**src/rtl/apb_cmd_pkg.sv**
```systemverilog
// Shared types for the APB command master: FSM state encoding, the queued
// command record, and the timer slave register map (0x000-0x01C).
// Ports: none (package).
package apb_cmd_pkg;

  typedef enum logic [1:0] {
    ST_IDLE   = 2'd0,
    ST_SETUP  = 2'd1,
    ST_ACCESS = 2'd2
  } apb_state_e;

  // Address is carried at full 32-bit width so one record layout serves any
  // ADDR_W; the master truncates to ADDR_W when driving paddr.
  typedef struct packed {
    logic        write;
    logic [31:0] addr;
    logic [31:0] wdata;
    logic [3:0]  strb;
  } cmd_t;

  // Timer register slave map.
  localparam logic [11:0] TMR_CTRL     = 12'h000;
  localparam logic [11:0] TMR_STATUS   = 12'h004;
  localparam logic [11:0] TMR_LOAD     = 12'h008;
  localparam logic [11:0] TMR_COUNT    = 12'h00C;
  localparam logic [11:0] TMR_CMP0     = 12'h010;
  localparam logic [11:0] TMR_CMP1     = 12'h014;
  localparam logic [11:0] TMR_PRESCALE = 12'h018;
  localparam logic [11:0] TMR_IRQ      = 12'h01C;

  function automatic logic addr_aligned(input logic [31:0] addr);
    return addr[1:0] == 2'b00;
  endfunction

endpackage

```
**src/rtl/apb_cmd_fifo.sv**
```systemverilog
// Synchronous FIFO of DEPTH entries (power of two) with wrap-around pointers.
// Ports: clk/rst, push+din, pop, dout (head), dout_next (entry behind head),
//        full, empty, multi (two or more entries held).
module apb_cmd_fifo #(
  parameter int WIDTH = 8,
  parameter int DEPTH = 2
) (
  input  logic             clk,
  input  logic             rst,
  input  logic             push,
  input  logic [WIDTH-1:0] din,
  input  logic             pop,
  output logic [WIDTH-1:0] dout,
  output logic [WIDTH-1:0] dout_next,
  output logic             full,
  output logic             empty,
  output logic             multi
);

  localparam int AW = $clog2(DEPTH);

  logic [WIDTH-1:0] mem [DEPTH];
  logic [AW:0]      wptr;
  logic [AW:0]      rptr;
  logic [AW:0]      count;
  logic [AW-1:0]    next_idx;
  logic             do_push;
  logic             do_pop;

  // Pointers carry one extra wrap bit, so the difference is the occupancy.
  assign count    = wptr - rptr;
  assign empty    = (count == '0);
  assign full     = (count == (AW+1)'(DEPTH));
  assign multi    = (count > (AW+1)'(1));
  assign next_idx = rptr[AW-1:0] + AW'(1);

  // A push while full is accepted only when the head leaves in the same cycle.
  assign do_push = push & (~full | pop);
  assign do_pop  = pop & ~empty;

  assign dout      = mem[rptr[AW-1:0]];
  assign dout_next = mem[next_idx];

  always_ff @(posedge clk or posedge rst) begin
    if (rst) begin
      wptr <= '0;
      rptr <= '0;
    end else begin
      if (do_push) wptr <= wptr + 1'b1;
      if (do_pop)  rptr <= rptr + 1'b1;
    end
  end

  always_ff @(posedge clk) begin
    if (do_push) mem[wptr[AW-1:0]] <= din;
  end

endmodule

```
**src/rtl/apb_cmd_master.sv**
```systemverilog
// APB4 requester: queues valid/ready commands, runs one APB transfer at a time,
// and returns each result through a single-entry response register.
// Ports: clk/rst; cmd_* command stream in; rsp_* response out; p* APB bus.
// Optional APB_CMD_MASTER_TIMEOUT_EN: abort ACCESS after TIMEOUT_CYC wait cycles.
module apb_cmd_master #(
  parameter int ADDR_W      = 12,
  parameter int CMD_DEPTH   = 2,
  parameter int TIMEOUT_CYC = 256
) (
  input  logic              clk,
  input  logic              rst,
  input  logic              cmd_valid,
  output logic              cmd_ready,
  input  logic              cmd_write,
  input  logic [ADDR_W-1:0] cmd_addr,
  input  logic [31:0]       cmd_wdata,
  input  logic [3:0]        cmd_strb,
  output logic              rsp_valid,
  input  logic              rsp_ready,
  output logic [31:0]       rsp_rdata,
  output logic              rsp_err,
  output logic              rsp_timeout,
  output logic              psel,
  output logic              penable,
  output logic              pwrite,
  output logic [ADDR_W-1:0] paddr,
  output logic [31:0]       pwdata,
  output logic [3:0]        pstrb,
  input  logic              pready,
  input  logic [31:0]       prdata,
  input  logic              pslverr
);

  import apb_cmd_pkg::*;

  apb_state_e state_q;
  apb_state_e state_d;

  cmd_t  cmd_in;
  cmd_t  head;
  cmd_t  head_nxt;
  cmd_t  ld;
  logic  fifo_full;
  logic  fifo_empty;
  logic  fifo_multi;
  logic  push;
  logic  pop;

  logic        slot_free;
  logic        load_apb;
  logic        load_sel;
  logic        cap;
  logic [31:0] cap_rdata;
  logic        cap_err;
  logic        cap_to;
  logic        timeout_hit;
  logic        rsp_to_q;

  // ---------------------------------------------------------------- command FIFO
  assign cmd_in = '{write: cmd_write, addr: 32'(cmd_addr), wdata: cmd_wdata, strb: cmd_strb};
  assign push   = cmd_valid & cmd_ready;
  assign cmd_ready = ~fifo_full;

  apb_cmd_fifo #(
    .WIDTH ($bits(cmd_t)),
    .DEPTH (CMD_DEPTH)
  ) u_fifo (
    .clk       (clk),
    .rst       (rst),
    .push      (push),
    .din       (cmd_in),
    .pop       (pop),
    .dout      (head),
    .dout_next (head_nxt),
    .full      (fifo_full),
    .empty     (fifo_empty),
    .multi     (fifo_multi)
  );

  // Upper address bits beyond ADDR_W are carried but never driven onto the bus.
  logic unused_addr;
  assign unused_addr = ^{head.addr, head_nxt.addr};

  // The response slot can take a new result if empty or being drained now.
  assign slot_free = ~rsp_valid | rsp_ready;

  // ---------------------------------------------------------------- FSM
  always_ff @(posedge clk or posedge rst) begin
    if (rst) state_q <= ST_IDLE;
    else     state_q <= state_d;
  end

  always_comb begin
    state_d   = state_q;
    pop       = 1'b0;
    load_apb  = 1'b0;
    load_sel  = 1'b0;
    cap       = 1'b0;
    cap_rdata = 32'h0;
    cap_err   = 1'b0;
    cap_to    = 1'b0;
    case (state_q)
      ST_IDLE: begin
        if (!fifo_empty && slot_free) begin
          if (addr_aligned(head.addr)) begin
            state_d  = ST_SETUP;
            load_apb = 1'b1;
          end else begin
            // Misaligned: retire without touching the bus.
            pop     = 1'b1;
            cap     = 1'b1;
            cap_err = 1'b1;
          end
        end
      end
      ST_SETUP: begin
        state_d = ST_ACCESS;
      end
      ST_ACCESS: begin
        if (pready) begin
          pop       = 1'b1;
          cap       = 1'b1;
          cap_err   = pslverr;
          cap_rdata = (pwrite || pslverr) ? 32'h0 : prdata;
          // Chaining straight into SETUP fills the slot with this result, so
          // it is only done while the consumer is accepting responses; the
          // next transfer then cannot complete before this one is drained,
          // provided the consumer keeps rsp_ready up for that transfer.
          if (fifo_multi && addr_aligned(head_nxt.addr) && rsp_ready) begin
            state_d  = ST_SETUP;
            load_apb = 1'b1;
            load_sel = 1'b1;
          end else begin
            state_d = ST_IDLE;
          end
        end else if (timeout_hit) begin
          pop     = 1'b1;
          cap     = 1'b1;
          cap_err = 1'b1;
          cap_to  = 1'b1;
          state_d = ST_IDLE;
        end
      end
      default: state_d = ST_IDLE;
    endcase
  end

  // Decoded from the state register so both drop with rst asynchronously.
  assign psel    = (state_q == ST_SETUP) || (state_q == ST_ACCESS);
  assign penable = (state_q == ST_ACCESS);

  // ---------------------------------------------------------------- APB address/data
  // On a chained transfer the head is being popped, so the entry behind it
  // supplies the next bus values.
  assign ld = load_sel ? head_nxt : head;

  always_ff @(posedge clk or posedge rst) begin
    if (rst) begin
      paddr  <= '0;
      pwrite <= 1'b0;
      pwdata <= 32'h0;
      pstrb  <= 4'h0;
    end else if (load_apb) begin
      paddr  <= ld.addr[ADDR_W-1:0];
      pwrite <= ld.write;
      pwdata <= ld.wdata;
      pstrb  <= ld.write ? ld.strb : 4'h0;
    end
  end

  // ---------------------------------------------------------------- response register
  always_ff @(posedge clk or posedge rst) begin
    if (rst) begin
      rsp_valid <= 1'b0;
      rsp_rdata <= 32'h0;
      rsp_err   <= 1'b0;
      rsp_to_q  <= 1'b0;
    end else if (cap) begin
      rsp_valid <= 1'b1;
      rsp_rdata <= cap_rdata;
      rsp_err   <= cap_err;
      rsp_to_q  <= cap_to;
    end else if (rsp_ready) begin
      rsp_valid <= 1'b0;
    end
  end

  // ---------------------------------------------------------------- ACCESS timeout
`ifdef APB_CMD_MASTER_TIMEOUT_EN
  localparam int TW = $clog2(TIMEOUT_CYC + 1);
  logic [TW-1:0] to_cnt;

  always_ff @(posedge clk or posedge rst) begin
    if (rst)                                 to_cnt <= '0;
    else if (state_q == ST_SETUP)            to_cnt <= '0;
    else if (state_q == ST_ACCESS && !pready) to_cnt <= to_cnt + 1'b1;
  end

  // Fires on the TIMEOUT_CYC-th waited ACCESS cycle.
  assign timeout_hit = (state_q == ST_ACCESS) && !pready &&
                       (to_cnt == TW'(TIMEOUT_CYC - 1));
  assign rsp_timeout = rsp_to_q;
`else
  logic unused_to;
  assign timeout_hit = 1'b0;
  assign rsp_timeout = 1'b0;
  assign unused_to   = rsp_to_q ^ (TIMEOUT_CYC == 0);
`endif

endmodule

```
**config.mk**
```make
export PLATFORM = sky130hd
export DESIGN_NAME = apb_cmd_master
export DESIGN_NICKNAME = d
export VERILOG_FILES = /design/src/rtl/apb_cmd_pkg.sv /design/src/rtl/apb_cmd_fifo.sv /design/src/rtl/apb_cmd_master.sv
export SDC_FILE = /design/constraint.sdc
export NUM_CORES = 1
export LEC_CHECK = 0
export ABC_AREA = 1
export CORE_ASPECT_RATIO = 0.7
export CORE_MARGIN = 3
export CORE_UTILIZATION = 25
export CTS_CLUSTER_DIAMETER = 50
export DETAILED_ROUTE_END_ITERATION = 12
export DONT_BUFFER_PORTS = 1
export GPL_TIMING_DRIVEN = 0
export SLEW_MARGIN = 20
export SYNTH_ARGS = -nofsm -noshare
export SYNTH_HDL_FRONTEND = slang
export SYNTH_SLANG_ARGS = --single-unit
```
**constraint.sdc**
```tcl
create_clock -name clk -period 5 [get_ports clk]
set_input_delay 1 -clock clk [delete_from_list [all_inputs] [get_ports clk]]
set_output_delay 1 -clock clk [all_outputs]
set_load 0.05 [all_outputs]
```
# ---- After elaboration in Yosys (flattened, before gate mapping)
# Memory sizes are Yosys's and may differ from the RTL's.
# Cells that the tools add are included.
dict set report word_totals {
  register_bits 89
  mem_bits_rw 98
  input_bits 87
  output_inout_bits 87
  wordCells 68
  n_memories 1
}
# name words width read_ports rd_ports_with_merged_regs wr line_no
set mem_list {}
lappend mem_list {u_fifo.mem 2 49 2 0 1 apb_cmd_fifo.sv:22} ;# logic [WIDTH-1:0] mem [DEPTH];
dict set report classes {
  addsub 4
  order_cmp 1
  n_eq_ne 6
  n_mux 26
  bitwise 8
  reduce_logical 12
}
# operator n
set ops {}
lappend ops {{32-bit 2-to-1 mux} 3}
lappend ops {{69-bit 2-to-1 mux} 1}
lappend ops {{1-bit 2-to-1 mux} 14}
lappend ops {{2-bit zero test} 4}
lappend ops {{2-bit 2-to-1 mux} 3}
lappend ops {{1-bit case mux with 2 select lines} 3}
lappend ops {{2-bit case mux with 3 select lines} 1}
lappend ops {{2-bit by 1-bit adder with 2-bit output (second input constant)} 2}
lappend ops {{2-bit == test (second input constant)} 2}
lappend ops {{4-bit 2-to-1 mux} 1}
lappend ops {{2-bit != test (second input constant)} 2}
lappend ops {{1-bit AND} 3}
lappend ops {{1-bit logical AND} 3}
lappend ops {{1-bit NOT} 3}
lappend ops {{3-bit AND reduction} 1}
lappend ops {{2-bit by 1-bit == test with 1-bit output (second input constant)} 1}
lappend ops {{2-bit by 1-bit greater-than comparator with 1-bit output (second input constant)} 1}
lappend ops {{1-bit logical OR} 2}
lappend ops {{2-bit by 1-bit != test with 1-bit output (second input constant)} 1}
lappend ops {{1-bit bitwise OR} 2}
lappend ops {{2-bit nonzero test} 1}
lappend ops {{2-bit subtractor} 1}
lappend ops {{1-bit adder (second input constant)} 1}
lappend ops {{1-bit zero test} 1}

# ---- Longest topological paths before layout
# Gate-level depths: netlist of the first run.
dict set report depth {
  depth_word 10
  depth_mapped 12
}

# ---- Cells and area by module
# A second synthesis of the first run with hierarchy kept.
dict set report hier_totals {
  hier_cells 1098
  hier_area_um2 10198.5
}
# module n_inst cells_per_inst area_each_um2 seq_area_each_um2
set by_module_without_submodules {}
lappend by_module_without_submodules {apb_cmd_fifo 1 553 6098.3 4244.1}
lappend by_module_without_submodules {apb_cmd_master 1 545 4100.2 2127.0}

# ---- Least setup slack after synthesis of the first run
# Ideal clock, no wire load.
dict set report synth_timing {
  path_type {reg2reg}
  from {reg u_fifo.rptr[0]}
  to {mem u_fifo.mem[1][0] (netlist bit), enable pin}
  setup_ns 0.460
  arrival_ns 3.453
  t_required_ns 4.540
  path_slack_ns 1.087
  stages_incl_launch_ff 5
  path_buffers 0
  synth_period_minus_slack_ns 3.913
  path_cell_list {dfrtp_1 -> ha_1 -> nand3_1 -> nand2_1 -> nor2_1}
}
dict set report synth_between {
  elab_cells_between_ends 16
  classes_between {1 x add/sub; 1 x eq/ne; 5 x mux; 4 x bitwise; 4 x reduce/logical; 1 x memory}
}
# item line_no
set synth_lines {}
lappend synth_lines {{start: declaration} apb_cmd_fifo.sv:24} ;# logic [AW:0] rptr;
lappend synth_lines {{start signal: assignment} apb_cmd_fifo.sv:50} ;# if (do_pop) rptr <= rptr + 1'b1;
lappend synth_lines {{2-bit subtractor *} apb_cmd_fifo.sv:31} ;# assign count = wptr - rptr;
lappend synth_lines {{2-bit == test *} apb_cmd_fifo.sv:33} ;# assign full = (count == (AW+1)'(DEPTH));
lappend synth_lines {{1-bit NOT *} apb_cmd_master.sv:62} ;# assign cmd_ready = ~fifo_full;
lappend synth_lines {{net cmd_ready} apb_cmd_master.sv:13} ;# output logic cmd_ready,
lappend synth_lines {{1-bit AND / 1-bit bitwise OR (equally long branches)} {apb_cmd_master.sv:61, apb_cmd_fifo.sv:38}}
lappend synth_lines {{1-bit AND *} apb_cmd_fifo.sv:38} ;# assign do_push = push & (~full | pop);
lappend synth_lines {{1-bit 2-to-1 mux *} apb_cmd_fifo.sv:55} ;# if (do_push) mem[wptr[AW-1:0]] <= din;
lappend synth_lines {{1-bit 2-to-1 mux (implied by the code) *} apb_cmd_fifo.sv:55}
lappend synth_lines {{end: declaration} apb_cmd_fifo.sv:22}
# Mark *: on every way through the listed nets, which the timed path passes. The rest lies on a longest branch.

# ---- Final worst setup path of the first run
dict set report layout_timing {
  from {reg u_fifo.wptr[0]}
  to {out cmd_ready}
}
dict set report layout_between {
  elab_chain_cells 3
}
# item line_no
set layout_lines {}
lappend layout_lines {{start: declaration} apb_cmd_fifo.sv:23} ;# logic [AW:0] wptr;
lappend layout_lines {{start signal: assignment} apb_cmd_fifo.sv:49} ;# if (do_push) wptr <= wptr + 1'b1;
lappend layout_lines {{2-bit subtractor} apb_cmd_fifo.sv:31}
lappend layout_lines {{2-bit == test} apb_cmd_fifo.sv:33}
lappend layout_lines {{1-bit NOT} apb_cmd_master.sv:62}
lappend layout_lines {{end: declaration} apb_cmd_master.sv:13}
# No other way between the ends.

==> flow_metrics.py, run 1 <==
metrics = {
    "cts": {
        "postCtsSetupBuffers": 0,
        "cts_tree": "done",
        "cts_hold_buf": 0,
        "cts-root-buf": "clkbuf_16",
        "cts_max_path_buffers": 2,
        "path_clk_slew_ns": 0.07,
        "cts.sinks": 187,
        "htreeDepth": 4,
        "cts_resized": 0,
        "worstSkewPairLatency_ns": 0.45,
        "cts_buffers": 17,
    },
    "final_layout": {
        "final_cell_mix": "nand2_1, edfxtp_1, o21ai_0",
        "insertedDiodeCount": 0,
        "post-route-util_pct": 29.5,
        "final_common_cell": "nand2_1",
        "fin_nets": 1052,
        "area_growth_pct": 15.1,
        "drive_above_1_share_pct": 8.12,
    },
    "timing": {
        "rsz0062_at_grt": "no",
        "setup_viol_count_final": 0,
        "fin_crit_sh_pct": 56.9,
        "maxSlewHeadroom_pct": 51.6,
        "fin_skew_ns": 0.0139,
        "timing.fmax_ghz": 0.352,
        "worstMarginPinSlew_ns": 0.725,
        "finalMaxSlewViolations": 0,
        "tns_ns": 0,
        "hold_viol_final": 0,
        "period_needed_ns": 2.84,
    },
    "yosys": {
        "synth.yosys.seq_area_share_pct": 61.8,
        "syn-cell-area_um2": 8370,
        "synth_top_area_cell": "edfxtp_1",
        "ys_ff_latch": 187,
        "ys_types": 24,
        "synthCells": 936,
        "yosysWarnings": 0,
        "synth.avg_cell_area_um2": 8.94,
        "syn_nets": 1028,
        "synthTopCellsByArea": "edfxtp_1, dfrtp_1, nand2_1, o21ai_0, inv_1",
        "synth_top_area_share_pct": 35.2,
    },
    "drt": {
        "drt-total-wl_um": 23000,
        "ant_nets": 0,
        "drtIter0Drc": 487,
        "num_vias": 6193,
        "post_drt_wl_per_cell_um": 16.4,
        "drcViolationCount": 0,
        "via_per_inst": 4.42,
        "drtPass1Iterations": 5,
    },
    "die": {
        "row_count": 55,
        "dieArea_um2": 35700,
        "core_area_um2": 32600,
        "io_pins": 174,
        "start_util_pct": 25.7,
        "die_h_um": 159,
        "die_width_um": 225,
    },
    "power_and_ir_drop": {
        "ir_drop_uv": 326,
        "netSwitchingPower_mw": 3.29,
        "clockPowerShare_pct": 19.7,
        "seqPwrFrac_pct": 49.5,
        "leakagePower_nw": 4.47,
        "swShare_pct": 48.1,
        "power_density_nw_per_um2": 709,
        "p_int_mw": 3.54,
        "p_comb_share_pct": 30.7,
    },
    "critical_path": {
        "end_kind": "primary output",
        "critical_path_class": "reg2out",
        "slowest_stage": "nand3_1",
        "crit_buf_inv": 1,
        "crit_fanout": 3,
        "critPathTopFamily": "simple AND/OR/NAND/NOR gates",
        "cp-start-kind": "flop",
        "worstPathCellList": "inv_1 > ha_1 > nand3_1",
        "arrival_ns": 1.84,
        "cp.required_ns": 4.00,
        "slowest_delay_ns": 0.56,
    },
    "grt": {
        "grt_max_degree": 61,
        "grt_overflow": 0,
        "grt_antenna_before_repair": 2,
        "grt_pass1_wl_um": 34900,
        "grtUsageTotal_pct": 13.1,
        "grt_pass1_vias": 5943,
    },
    "outcome": {
        "status": "finished, final reports clean",
    },
    "job": {
        "max-cap-violations": 0,
    },
    "placed_design": {
        "dp_hpwl_um": 16900,
        "port_buffers": 0,
        "gp_congestion": 0.727,
    },
    "worst_hold_path": {
        "min_path_type": "in2async",
    },
}
==> cell families (layout without fill, tap and decap cells) <==
logic type | after synthesis | in the layout | share of synthesized area, %
compound gates | 99 | 99 | 5.95
flops | 187 | 187 | 61.8
xor+xnor | 2 | 2 | 0.209
other cells | 1 | 1 | 0.0448
buf+inv | 115 | 152 | 6.28
fa+ha+maj | 5 | 5 | 0.748
simple gates | 527 | 527 | 25.0
==> cell usage after synthesis (all sizes together) <==
cell type / n
o21bai: 1
nand4: 7
o21ai: 96
nand3: 45
buf: 33
conb: 1
clkbuf: 18
nand2: 464
a21oi: 2
inv: 64
dfrtp: 89
edfxtp: 98
nor2: 10
or2: 1
xor2: 2
ha: 5
==> power groups by stage <==
stage          logic (mW)  clock network, mW  registers [mW]
2_1_floorplan        1.50                  0            3.32
3_3_place_gp         1.98                  0            3.45
3_5_place_dp         2.12                  0            3.42
4_1_cts              2.13               1.41            3.39
5_1_grt              2.43               1.47            3.44
6_report             2.10               1.35            3.38
==> worst reg2reg max path: cells and delay by family (launching register included) <==
family,cells,cell delay [ns]
fa+ha+maj,1,0.32
flops,1,0.41
simple gates,3,1.43
buf+inv,2,0.36
==> stage by stage <==
step,setup slack [ns],hold WS [ns],cell area (um^2),power [mW],cells
global placement,-0.741,0.503,8900,5.44,1363
floorplan,1.09,0.483,8370,4.83,936
detailed placement,2.17,0.515,9040,5.55,1368
global route,2.02,0.374,9630,7.34,1400
finish,2.16,0.380,9630,6.83,1400
CTS,2.13,0.355,9630,6.93,1400
==> cell type report <==
cell class | count | area, um^2
Buffer | 51 | 285
Clock buffer | 19 | 453
Clock inverter | 13 | 131
Fill cell | 3403 | 23000
Inverter | 64 | 245
Multi-Input combinational cell | 634 | 2690
Sequential cell | 187 | 5170
Tap cell | 427 | 534
Timing Repair Buffer | 5 | 123
==> per-layer routing <==
metal	wire length, um	track usage [%]	share of wire [%]
met1	9640	16.1	42
met2	10300	20.1	45
met3	2720	6.38	12
met4	328	4.45	1.4
met5	39	0	0.17
==> worst paths after layout <==
check	start	end	slack (ns)	cells after the start
min reg2reg	u_fifo.wptr[1]$_DFFE_PP0P_	u_fifo.wptr[1]$_DFFE_PP0P_	0.53	1
max reg2reg	u_fifo.wptr[0]$_DFFE_PP0P_	u_fifo.mem[1][21]$_DFFE_PP_	2.17	6
min	rst	rsp_rdata[3]$_DFFE_PP0N_	0.38	1
max	u_fifo.wptr[0]$_DFFE_PP0P_	cmd_ready	2.16	3
min in group clk	u_fifo.wptr[1]$_DFFE_PP0P_	u_fifo.wptr[1]$_DFFE_PP0P_	0.53	1
max in group asynchronous	rst	pwdata[14]$_DFFE_PP0P_	4.00	2
==> registers in the layout (all words and copies together), names as in the netlist <==
name,flops
paddr,12
pstrb,4
pwdata,32
pwrite,1
rsp_err,1
rsp_rdata,32
rsp_valid,1
state_q,2
u_fifo.mem,98
u_fifo.rptr,2
u_fifo.wptr,2
No activity file was read; power rests on OpenSTA's default activity.
==> run 2: changes to the inputs <==
Settings changed: ABC_AREA 1 to 0.
Clock period 5 ns to 2.6 ns, I/O delays scaled along.
==> run 2 against run 1 <==
Compared with the run above: clock power grew 110%; highest routed layer is now met4; non-clock buffer count shrank 3; global-route usage shrank 0.55 points; flip-flop and latch count is the same; clock-buffer cell count shrank 2; design area shrank 9.1%.
==> flow_metrics.py, run 2 <==
metrics = {
    "outcome": {
        "status": "finished, final reports clean",
    },
    "die": {
        "dieArea_um2": 31800,
        "start_util_pct": 25.5,
        "core_area_um2": 29100,
        "die_width_um": 212,
        "die_h_um": 150,
        "io_pins": 174,
        "row_count": 52,
    },
    "yosys": {
        "synthCells": 560,
        "synth.yosys.seq_area_share_pct": 69.7,
        "syn-cell-area_um2": 7420,
        "synth_most_common_cell": "edfxtp_1",
        "syn_nets": 652,
        "ys_ff_latch": 187,
        "synth_common_cells": "edfxtp_1, dfrtp_1, a21oi_1, nand2_1, inv_1",
        "synth_top_area_cell": "edfxtp_1",
        "synth.avg_cell_area_um2": 13.2,
        "synth_top_area_share_pct": 39.7,
        "yosysWarnings": 0,
        "synthTopCellsByArea": "edfxtp_1, dfrtp_1, a21oi_1, o221ai_1, a22o_1",
        "synth_flop_cell": "edfxtp_1",
        "async_flop_share_pct": 47.6,
        "ys_types": 43,
        "synth_edf_count": 98,
    },
    "critical_path": {
        "cp.required_ns": 2.74,
        "critical_path_class": "reg2reg",
        "ff2ff_path_depth": 7,
        "reg2reg_from": "u_fifo.wptr[0]$_DFFE_PP0P_",
        "r2r_slack_ns": 0.17,
        "arrival_ns": 2.57,
        "end_kind": "flop",
        "reg2reg_to": "u_fifo.mem[1][13]$_DFFE_PP_",
        "cp-start-kind": "flop",
        "crit_fanout": 22,
    },
    "cts": {
        "cts_max_path_buffers": 2,
        "htreeDepth": 4,
        "path_clk_slew_ns": 0.08,
        "worstSkewPairLatency_ns": 0.45,
        "cts_tree": "done",
        "cts.sinks": 187,
        "cts-root-buf": "clkbuf_16",
        "cts_buffers": 17,
    },
    "grt": {
        "grt_overflow": 0,
        "grt_pass1_vias": 4577,
        "grt_pass1_wl_um": 28900,
        "grtUsageTotal_pct": 12.5,
        "grt_antenna_before_repair": 0,
        "grt_max_degree": 29,
    },
    "final_layout": {
        "final_common_cell": "edfxtp_1",
        "fillCellCount": 2895,
        "fin_nets": 685,
        "insertedDiodeCount": 0,
        "drive_above_1_share_pct": 14.4,
        "largest_register_ff_count": 98,
        "finalInstanceArea_um2": 8750,
        "final_cell_mix": "edfxtp_1, dfrtp_1, a21oi_1",
        "area_growth_pct": 18.1,
        "final_cells": 984,
    },
    "placed_design": {
        "gp_congestion": 0.707,
        "place_area_um2": 8050,
        "port_buffers": 0,
        "dp_hpwl_um": 13600,
        "placed_cells": 945,
        "pre_cts_ws_ns": -0.176,
    },
    "drt": {
        "ant_nets": 0,
        "drtPass1Iterations": 4,
        "via_per_inst": 4.67,
        "num_vias": 4598,
        "drcViolationCount": 0,
        "drt-total-wl_um": 19600,
        "post_drt_wl_per_cell_um": 20.0,
        "drtIter0Drc": 223,
    },
    "worst_hold_path": {
        "hold_start": "cmd_wdata[18]",
        "min_to": "u_fifo.mem[0][22]$_DFFE_PP_",
        "min_path_type": "in2reg",
        "min_path_cells": 0,
    },
    "timing": {
        "period_needed_ns": 2.43,
        "setup_viol_count_final": 0,
        "rsz0062_at_grt": "no",
        "hold_viol_final": 0,
        "timing.fmax_ghz": 0.412,
        "fin_skew_ns": 0.00945,
        "fin_crit_sh_pct": 93.4,
        "finalMaxSlewViolations": 0,
        "worstMarginPinSlew_ns": 0.628,
        "maxSlewHeadroom_pct": 58.1,
        "setup_slack_ns": 0.171,
    },
    "job": {
        "max-cap-violations": 0,
    },
    "power_and_ir_drop": {
        "ir_drop_uv": 581,
        "power_density_nw_per_um2": 1430,
        "leakagePower_nw": 3.39,
        "power_mw": 12.5,
    },
}
-- run 2: cell count changes in the layout (fill, tap and decap cells not counted), moves of 5 or more --
cell      change
a21oi_1      +86
a22o_1       +32
nand3_1      -38
o21ai_0      -94
inv_1         -9
o221ai_1     +43
clkbuf_1      -7
nand2_1     -405
nand4_1       -7
buf_4         +7
buf_12        +5
-- run 2: worst max path at each step --
stage / from / to
after floorplan: u_fifo.wptr[0]$_DFFE_PP0P_ / u_fifo.mem[1][0]$_DFFE_PP_
after CTS: u_fifo.wptr[0]$_DFFE_PP0P_ / u_fifo.mem[1][20]$_DFFE_PP_
after detailed placement: u_fifo.wptr[0]$_DFFE_PP0P_ / u_fifo.mem[1][20]$_DFFE_PP_
after global routing: u_fifo.wptr[0]$_DFFE_PP0P_ / pwdata[30]$_DFFE_PP0P_
final: u_fifo.wptr[0]$_DFFE_PP0P_ / u_fifo.mem[1][13]$_DFFE_PP_
after global placement: u_fifo.wptr[0]$_DFFE_PP0P_ / u_fifo.mem[1][20]$_DFFE_PP_
-- run 2: logic make-up (layout without fill, tap and decap cells) --
kind of cell	after synthesis	in the layout	share of synthesized area (%)
other cells	1	1	0.0506
simple gates	82	82	4.74
compound gates	185	185	17.5
mux	4	4	0.742
xor+xnor	6	6	0.928
fa+ha+maj	5	5	0.844
buf+inv	90	136	5.45
flops	187	187	69.7
-- run 2: report_power, final --
part	internal, mW	total, mW	switching [mW]
Clock	1.55	2.79	1.24
Sequential	4.25	6.83	2.58
Combinational	1.11	2.88	1.77
Total	6.91	12.5	5.60
-- run 2: final cells by class --
class,count,area (um^2),share of cell area [%]
multi-input cells,283,1870,21.4
clock inverters,15,210,2.40
well taps,378,473,5.40
flip-flops and latches,187,5170,59.1
repair buffers,14,195,2.23
inverters,51,195,2.23
clock buffers,17,425,4.86
plain buffers,39,216,2.47
-- run 2: repair_timing --
action / 4_1_cts / 5_1_grt
hold buffers: 1 / 0
pin swaps: 0 / 2
endpoints found under the setup margin: 94 / 64
setup buffers: 0 / 6
endpoints found under the hold margin: 16 / 0
resized for setup: 3 / 2
-- run 2: stage by stage --
step	hold WS [ns]	utilization (%)	TNS, ns
2_1_floorplan	0.432	-	-47.83
3_3_place_gp	0.437	27.2	-163.28
3_5_place_dp	0.424	27.7	-9.19
4_1_cts	0.131	29.9	0
5_1_grt	0.126	30.1	0
6_report	0.163	30.1	0
-- run 2: critical path, cell delays in order, from the launching register on --
cell     delay, ns
dfrtp_1       0.43
inv_1         0.12
ha_1          0.35
nand2_2       0.28
nand2_1       0.24
nor2_4        0.25
buf_12        0.22
buf_12        0.20
-- run 2: routing by layer --
metal  up-vias  GRT usage [%]  part of all wire, %
li1       2145              -                    -
met4         0           4.78                  1.9
met3        22           6.00                  9.6
met2       118           18.9                   46
met1      2313           15.6                   42
met5         -              0                    0
==> run 3: changes to the inputs <==
Settings changed: MAX_ROUTING_LAYER set to met4.
==> run 3 against run 2 <==
Compared with the run above: sequential power hardly changed; power hardly changed; non-clock buffer count stayed put; design area hardly changed; largest cell class unchanged; largest power group unchanged; highest routed layer unchanged.
==> flow_metrics.py, run 3 (synthesis results as in run 2) <==
metrics = {
    "outcome": {
        "status": "finished, final reports clean",
    },
    "placed_design": {
        "place_area_um2": 8050,
        "gp_congestion": 0.715,
        "dp_hpwl_um": 13600,
        "placed_cells": 945,
        "port_buffers": 0,
    },
    "die": {
        "dieArea_um2": 31800,
        "row_count": 52,
        "die_h_um": 150,
        "die_width_um": 212,
        "io_pins": 174,
        "start_util_pct": 25.5,
        "core_area_um2": 29100,
    },
    "job": {
        "max-cap-violations": 0,
    },
    "critical_path": {
        "cp.required_ns": 2.74,
        "arrival_ns": 2.58,
        "slowest_stage": "dfrtp_1",
        "critical_path_class": "reg2reg",
        "reg2reg_from": "u_fifo.wptr[0]$_DFFE_PP0P_",
        "path_depth": 7,
        "crit_top_cell": "buf_12",
        "ff2ff_path_depth": 7,
        "critPathTopFamily": "simple AND/OR/NAND/NOR gates",
        "end_kind": "flop",
        "crit_fanout": 22,
        "critPathLaunch": "u_fifo.wptr[0]$_DFFE_PP0P_",
        "cp-start-kind": "flop",
        "worstPathCellList": "inv_1 > ha_1 > nand2_2 > nand2_1 > nor2_4 > buf_12 > buf_12",
        "slowest_delay_ns": 0.43,
        "crit_buf_inv": 3,
    },
    "final_layout": {
        "fin_nets": 685,
        "insertedDiodeCount": 0,
        "seq_area_um2": 5170,
        "largest_register_ff_count": 98,
        "multiInputGateArea_um2": 1870,
        "area_growth_pct": 18.1,
        "final_cell_mix": "edfxtp_1, dfrtp_1, a21oi_1",
        "finalInstanceArea_um2": 8760,
        "final_cells": 984,
        "final_common_cell": "edfxtp_1",
        "post-route-util_pct": 30.1,
        "drive_above_1_share_pct": 14.5,
        "fillCellCount": 2896,
    },
    "cts": {
        "cts_buffers": 17,
        "path_clk_slew_ns": 0.08,
        "worstSkewPairLatency_ns": 0.44,
        "cts_tree": "done",
        "cts.sinks": 187,
        "htreeDepth": 4,
        "cts-root-buf": "clkbuf_16",
        "cts_max_path_buffers": 2,
    },
    "power_and_ir_drop": {
        "power_density_nw_per_um2": 1430,
        "leakagePower_nw": 3.39,
        "ir_drop_uv": 582,
    },
    "timing": {
        "fin_crit_sh_pct": 93.9,
        "maxSlewHeadroom_pct": 58.2,
        "fin_skew_ns": 0.0105,
        "worstMarginPinSlew_ns": 0.627,
        "hold_viol_final": 0,
        "rsz0062_at_grt": "no",
        "period_needed_ns": 2.44,
        "finalMaxSlewViolations": 0,
        "setup_viol_count_final": 0,
        "timing.fmax_ghz": 0.410,
        "tns_ns": 0,
    },
    "grt": {
        "grt_overflow": 0,
        "grt_antenna_before_repair": 0,
        "grt_max_degree": 29,
        "grt_pass1_vias": 4595,
        "grt_pass1_wl_um": 28800,
        "grtUsageTotal_pct": 12.9,
    },
    "drt": {
        "drcViolationCount": 0,
        "post_drt_wl_per_cell_um": 20.1,
        "num_vias": 4593,
        "drtPass1Iterations": 4,
        "ant_nets": 0,
        "via_per_inst": 4.67,
        "drtIter0Drc": 209,
        "drt-total-wl_um": 19700,
    },
    "worst_hold_path": {
        "min_path_type": "in2reg",
        "min_path_cells": 0,
        "hold_start": "cmd_wdata[18]",
    },
}
==> run 3: routing by layer <==
| layer | global-route usage [%] | share of wire [%] | up-vias |
|---|---|---|---|
| li1 | - | - | 2137 |
| met1 | 15.8 | 43 | 2311 |
| met2 | 19.0 | 46 | 124 |
| met3 | 5.81 | 8.5 | 21 |
| met4 | 4.68 | 1.8 | 0 |
| met5 | - | 0 | - |
==> run 3: final timing paths <==
kind	endpoint	slack [ns]
worst max-delay path	u_fifo.mem[1][13]$_DFFE_PP_	0.16
worst min-delay path	u_fifo.mem[0][22]$_DFFE_PP_	0.16
worst max register to register	u_fifo.mem[1][13]$_DFFE_PP_	0.16
worst min register to register	pwdata[12]$_DFFE_PP0P_	0.45
max in group asynchronous	rsp_rdata[4]$_DFFE_PP0N_	1.33
min in group asynchronous	paddr[1]$_DFFE_PP0P_	0.56
==> run 3: per-stage QoR <==
stage               hold WS (ns)  power (mW)  setup slack [ns]
global route               0.124        13.2            0.0218
floorplan                  0.432        8.68            -0.501
global placement           0.437        9.56             -1.68
finish                     0.164        12.5             0.160
CTS                        0.131        12.6            0.0224
detailed placement         0.424        9.74            -0.176
==> run 3: layout make-up <==
| cell class | count | share of cell area [%] |
|---|---|---|
| tap | 378 | 5.40 |
| timing repair buffer | 14 | 2.23 |
| inverter | 51 | 2.23 |
| multi-input combinational | 283 | 21.3 |
| clock inverter | 15 | 2.40 |
| clock buffer | 17 | 4.86 |
| buffer | 39 | 2.49 |
| sequential | 187 | 59.0 |
==> run 3: worst register-to-register path: cells and delay by family (launching register included) <==
family,cells,cell delay (ns)
buffers and inverters,3,0.55
DFF,1,0.43
adders and majority gates,1,0.35
and+or+nand+nor,3,0.78
==> run 3: what timing repair did <==
action | 4_1_cts | 5_1_grt
buffers inserted | 0 | 6
hold endpoints to repair | 16 | 0
gates resized for setup | 3 | 3
hold buffers | 1 | 0
pin swaps | 0 | 2
setup endpoints to repair | 94 | 65
==> run 3: power breakdown <==
| group | internal [mW] | switching [mW] | total (mW) |
|---|---|---|---|
| clock | 1.55 | 1.24 | 2.79 |
| combinational | 1.11 | 1.77 | 2.88 |
| sequential | 4.25 | 2.58 | 6.83 |
| total | 6.91 | 5.60 | 12.5 |
